==> config.mk <==
export PLATFORM = sky130hd
export DESIGN_NAME = mem_arbiter
export DESIGN_NICKNAME = d
export VERILOG_FILES = /design/src/rtl/mem_arbiter.sv
export SDC_FILE = /design/constraint.sdc
export NUM_CORES = 1
export LEC_CHECK = 0
export ABC_CLOCK_PERIOD_IN_PS = 3800
export CELL_PAD_IN_SITES_DETAIL_PLACEMENT = 1
export CELL_PAD_IN_SITES_GLOBAL_PLACEMENT = 2
export CORE_UTILIZATION = 28
export DETAILED_ROUTE_END_ITERATION = 6
export GPL_TIMING_DRIVEN = 0
export PLACE_DENSITY_LB_ADDON = 0.1
export SLEW_MARGIN = 5
export SYNTH_ARGS = -nofsm -noshare
export SYNTH_HDL_FRONTEND = slang
export SYNTH_SLANG_ARGS = --single-unit
export TNS_END_PERCENT = 1
==> constraint.sdc <==
create_clock -name clk -period 3.8 [get_ports clk]
set_clock_uncertainty 0.2 [all_clocks]
set_input_delay 1.14 -clock clk [delete_from_list [all_inputs] [get_ports clk]]
set_output_delay 1.14 -clock clk [all_outputs]
set_load 0.02 [all_outputs]
==> src/rtl/mem_arbiter.sv <==
// Two-port (instruction fetch / data) arbiter onto a single memory port with a wait timeout.
// Define MEM_ARB_RR_EN for round-robin tie-breaking; otherwise data wins ties.
module mem_arbiter #(
    parameter int ADDR_W  = 32,
    parameter int DATA_W  = 32,
    parameter int TIMEOUT = 255
) (
    input  logic              clk,
    input  logic              rst_n,
    input  logic              if_req,
    input  logic [ADDR_W-1:0] if_addr,
    output logic              if_gnt,
    output logic              if_rvalid,
    output logic [DATA_W-1:0] if_rdata,
    input  logic              d_req,
    input  logic              d_we,
    input  logic [ADDR_W-1:0] d_addr,
    input  logic [DATA_W-1:0] d_wdata,
    output logic              d_gnt,
    output logic              d_rvalid,
    output logic [DATA_W-1:0] d_rdata,
    output logic              mem_req,
    output logic              mem_we,
    output logic [ADDR_W-1:0] mem_addr,
    output logic [DATA_W-1:0] mem_wdata,
    input  logic              mem_ready,
    input  logic [DATA_W-1:0] mem_rdata,
    output logic              err,
    output logic              busy
);

    localparam logic [1:0] IDLE   = 2'd0;
    localparam logic [1:0] WAIT_I = 2'd1;
    localparam logic [1:0] WAIT_D = 2'd2;

    localparam logic GRANT_I = 1'b0;
    localparam logic GRANT_D = 1'b1;

    localparam logic [7:0] TIMEOUT_CNT = 8'(TIMEOUT);

    logic [1:0] state;
    logic       last_grant;
    logic [7:0] wait_cnt;
    logic       pick_d;

    // Winner selection among requests present in IDLE.
    always_comb begin
        pick_d = d_req;
`ifdef MEM_ARB_RR_EN
        if (if_req && d_req) begin
            pick_d = (last_grant == GRANT_I);
        end
`endif
    end

    assign busy = (state != IDLE);

    always_ff @(posedge clk or negedge rst_n) begin
        if (!rst_n) begin
            state      <= IDLE;
            last_grant <= GRANT_I;
            wait_cnt   <= 8'd0;
            if_gnt     <= 1'b0;
            if_rvalid  <= 1'b0;
            if_rdata   <= '0;
            d_gnt      <= 1'b0;
            d_rvalid   <= 1'b0;
            d_rdata    <= '0;
            mem_req    <= 1'b0;
            mem_we     <= 1'b0;
            mem_addr   <= '0;
            mem_wdata  <= '0;
            err        <= 1'b0;
        end else begin
            if_gnt    <= 1'b0;
            d_gnt     <= 1'b0;
            if_rvalid <= 1'b0;
            d_rvalid  <= 1'b0;
            err       <= 1'b0;
            case (state)
                IDLE: begin
                    if (if_req || d_req) begin
                        wait_cnt   <= 8'd0;
                        mem_req    <= 1'b1;
                        last_grant <= pick_d ? GRANT_D : GRANT_I;
                        if (pick_d) begin
                            state     <= WAIT_D;
                            d_gnt     <= 1'b1;
                            mem_we    <= d_we;
                            mem_addr  <= d_addr;
                            mem_wdata <= d_wdata;
                        end else begin
                            state     <= WAIT_I;
                            if_gnt    <= 1'b1;
                            mem_we    <= 1'b0;
                            mem_addr  <= if_addr;
                            mem_wdata <= '0;
                        end
                    end
                end
                WAIT_I, WAIT_D: begin
                    // A ready strobe in the terminal-count cycle still completes normally.
                    if (mem_ready || (wait_cnt == TIMEOUT_CNT)) begin
                        state     <= IDLE;
                        mem_req   <= 1'b0;
                        mem_we    <= 1'b0;
                        mem_addr  <= '0;
                        mem_wdata <= '0;
                        wait_cnt  <= 8'd0;
                        err       <= !mem_ready;
                        if (state == WAIT_I) begin
                            if_rvalid <= 1'b1;
                            if_rdata  <= mem_ready ? mem_rdata : '0;
                        end else begin
                            d_rvalid <= 1'b1;
                            d_rdata  <= (mem_ready && !mem_we) ? mem_rdata : '0;
                        end
                    end else begin
                        wait_cnt <= wait_cnt + 8'd1;
                    end
                end
                default: begin
                    state   <= IDLE;
                    mem_req <= 1'b0;
                end
            endcase
        end
    end

endmodule
==> impl_metrics.tcl <==
set metrics [dict create \
    start_kind "flip-flop" \
    arrival_ns 1.90 \
    layout.nets 936 \
    grt_pass1_vias 5633 \
    endpoint_kind "output pin" \
    rows 53 \
    fillCellCount 2249 \
    clk_root_buffer_cell "clkbuf_16" \
    synthTopCellsByCount "dfrtp_1, a22o_1, nand2_1, nor3_1, nand4b_1" \
    vias 5303 \
    p_int_mw 5.35 \
    hold_viol 0 \
    seq_area_frac_synth 0.590 \
    grt.total_usage 0.183 \
    cap_violations 0 \
    crit_start "state[0]" \
    cts_buffer_depth 2 \
    htreeDepth 4 \
    firstDrtPassIters 4 \
    numCtsBuffers 17 \
    post-route-util 0.463 \
    fp.coreArea_um2 21300 \
    reg2reg_depth 7 \
    synth_most_common_cell "dfrtp_1" \
    initialDrtViolationCount 108 \
    synth_edf_count 0 \
    rsz0062_at_grt "no" \
    grt.overflow.total 0 \
    route.detailed.drc 0 \
    netlist_instances 511 \
    fin_tns_setup_ns 0 \
    fin_crit_sh 0.853 \
    yosysWarnings 0 \
    fp.dieW_um 150 \
    outcome "completed" \
    hpwl_um 14900 \
    grt_pass1_wl_um 31400 \
    regToRegEndpoint "mem_addr[21]" \
    relSlewSlack 0.568 \
    clkPwrFrac 0.217 \
    path_clk_slew_ns 0.06 \
    vias_per_cell 4.88 \
    yosys.cell_types.count 41 \
    ir_worst_vdd_mv 0.293 \
    worstReg2RegStart "state[0]" \
    crit_fanout 7 \
    critPathCapture "busy" \
    syn_avg_cell_area_um2 12.0 \
    yosysTopAreaCell "dfrtp_1" \
    synth_nets 648 \
    worstMarginPinSlew_ns 0.648 \
    comb_power_share 0.496 \
    netlist_area_um2 6150 \
    swShare 0.383 \
    cts.sinks 145 \
    hold_path_class "reg -> reg" \
    setup_violations 0 \
    synth_top_area_frac 0.590 \
    synth_flop_cell "dfrtp_1" \
    port_buffers 268 \
    p_seq_frac 0.287 \
    final_layout_size_suffix_gt1_frac 0.0850 \
    die_height_um 150 \
    place_worst_setup_slack_ns 0.521 \
    cp.required_ns 2.46 \
    post_cts_resized 0 \
    routabilityCongestion 0.786 \
    dp_cells 1055 \
    final.min_clock_period_ns 3.24 \
    antenna_found_initial 0 \
    cts_tree "built" \
    area_growth_pct 60.4 \
    num_antenna_cells 0 \
    final_max_slew_viol_count 0 \
    start_util 0.289 \
    wl_per_cell_um 18.6 \
    grt_max_degree 91 \
    die-area_um2 22600 \
    finalHoldWorstSlack_ns 0.281 \
    finalWirelength_um 20200 \
    post-cts-setup-buffers 0 \
    yosys-top-cells-area "dfrtp_1, a22o_1, mux2i_1" \
    clock_latency_ns 0.42 \
    ys_ff_latch 145 \
    drtAntennaViolNets 0 \
    pin_count 270 \
    fin_cells 1087 \
    critPathKind "reg -> out" \
    rrSetupSlack_ns 1.34 \
    cts_hold_buf 0 \
    cellPowerDensity_nw_per_um2 879 \
    p_leak_nw 4.50 \
    setup_slack_ns 0.560 \
    max_freq_ghz 0.309 \
    async_flop_share 1.00 \
    p_sw_mw 3.32 \
]
==> sequential cells by signal, summed over array words and instances (netlist names) <==
name,cells
state,2
err,1
wait_cnt,8
d_gnt,1
d_rdata,32
mem_req,1
mem_addr,32
if_gnt,1
if_rdata,32
mem_wdata,32
mem_we,1
if_rvalid,1
d_rvalid,1
==> cell families after synthesis <==
group | synth area share
flops | 0.590
compound gates | 0.176
simple gates | 0.125
buf+inv | 0.0440
mux | 0.0521
xor+xnor | 0.00712
fa+ha+maj | 0.00611
==> worst min path at each step <==
stage / slack, ns / end / startpoint / depth (start not counted)
after global routing: 0.30 / mem_addr[27] / mem_addr[27] / 1
final: 0.28 / mem_wdata[11] / mem_wdata[11] / 2
after floorplan: 0.27 / state[1] / state[1] / 1
after global placement: 0.26 / mem_addr[13] / mem_addr[13] / 1
after detailed placement: 0.26 / mem_addr[18] / mem_addr[18] / 1
after CTS: 0.28 / mem_wdata[10] / mem_wdata[10] / 2
==> routing by layer <==
metal / track usage / part of all wire / vias up
met5: 0 / 0 / -
met4: 0.0429 / 0.0085 / 0
met3: 0.0603 / 0.072 / 13
met1: 0.227 / 0.43 / 2644
li1: - / - / 2456
met2: 0.307 / 0.49 / 190
==> power by group through the flow <==
stage          logic [mW]  registers (mW)  clock network (mW)
3_5_place_dp         4.34            2.52                   0
4_1_cts              4.37            2.50                1.93
6_report             4.30            2.49                1.88
2_1_floorplan        1.71            3.16                   0
5_1_grt              4.65            2.56                1.99
3_3_place_gp         4.27            2.49                   0
==> worst max-delay path, cell delays in order, from the launching register on <==
cell	delay [ns]
dfrtp_1	0.38
inv_1	0.06
ha_1	0.29
inv_1	0.12
clkdlybuf4s50_1	0.64
==> through the flow <==
stage	instance area, um2	power (mW)
detailed placement	9200	6.86
finish	9860	8.67
CTS	9860	8.80
global route	9860	9.21
global placement	9180	6.75
floorplan	6150	4.87
==> cells in the final DEF, fill, tap and decap left out, types with 2 or more instances in the layout <==
cell type        netlist  layout
clkdlybuf4s50_1        0     267
dfrtp_1              145     145
a22o_1                66      66
nand2_1               38      38
nor3_1                36      36
nand4b_1              33      33
mux2i_1               32      32
a21o_1                32      32
o21ai_1               21      21
clkbuf_16              0      17
clkbuf_1              15      16
buf_2                 15      15
o21ai_0               14      14
nor2_1                10      10
buf_6                  5       6
inv_1                  5       5
xnor2_1                5       5
bufinv_16              0       5
nand3_1                3       3
buf_4                  3       3
clkbuf_2               3       3
buf_1                  3       3
ha_1                   3       3
clkinv_4               0       3
inv_6                  0       3
nor2_2                 2       2
and2_1                 2       2
a21oi_1                2       2
clkinvlp_4             0       2
==> area by class of cell <==
class                           instances  area (um2)  share of cell area
Buffer                                 45         251              0.0255
Clock buffer                           18         429              0.0435
Clock inverter                         14         229              0.0232
Inverter                                5        18.8             0.00190
Multi-Input combinational cell        316        2250               0.228
Sequential cell                       145        3630               0.368
Tap cell                              275         344              0.0349
Timing Repair Buffer                  269        2710               0.275
Note: power is estimated with default switching activity, not from simulation.
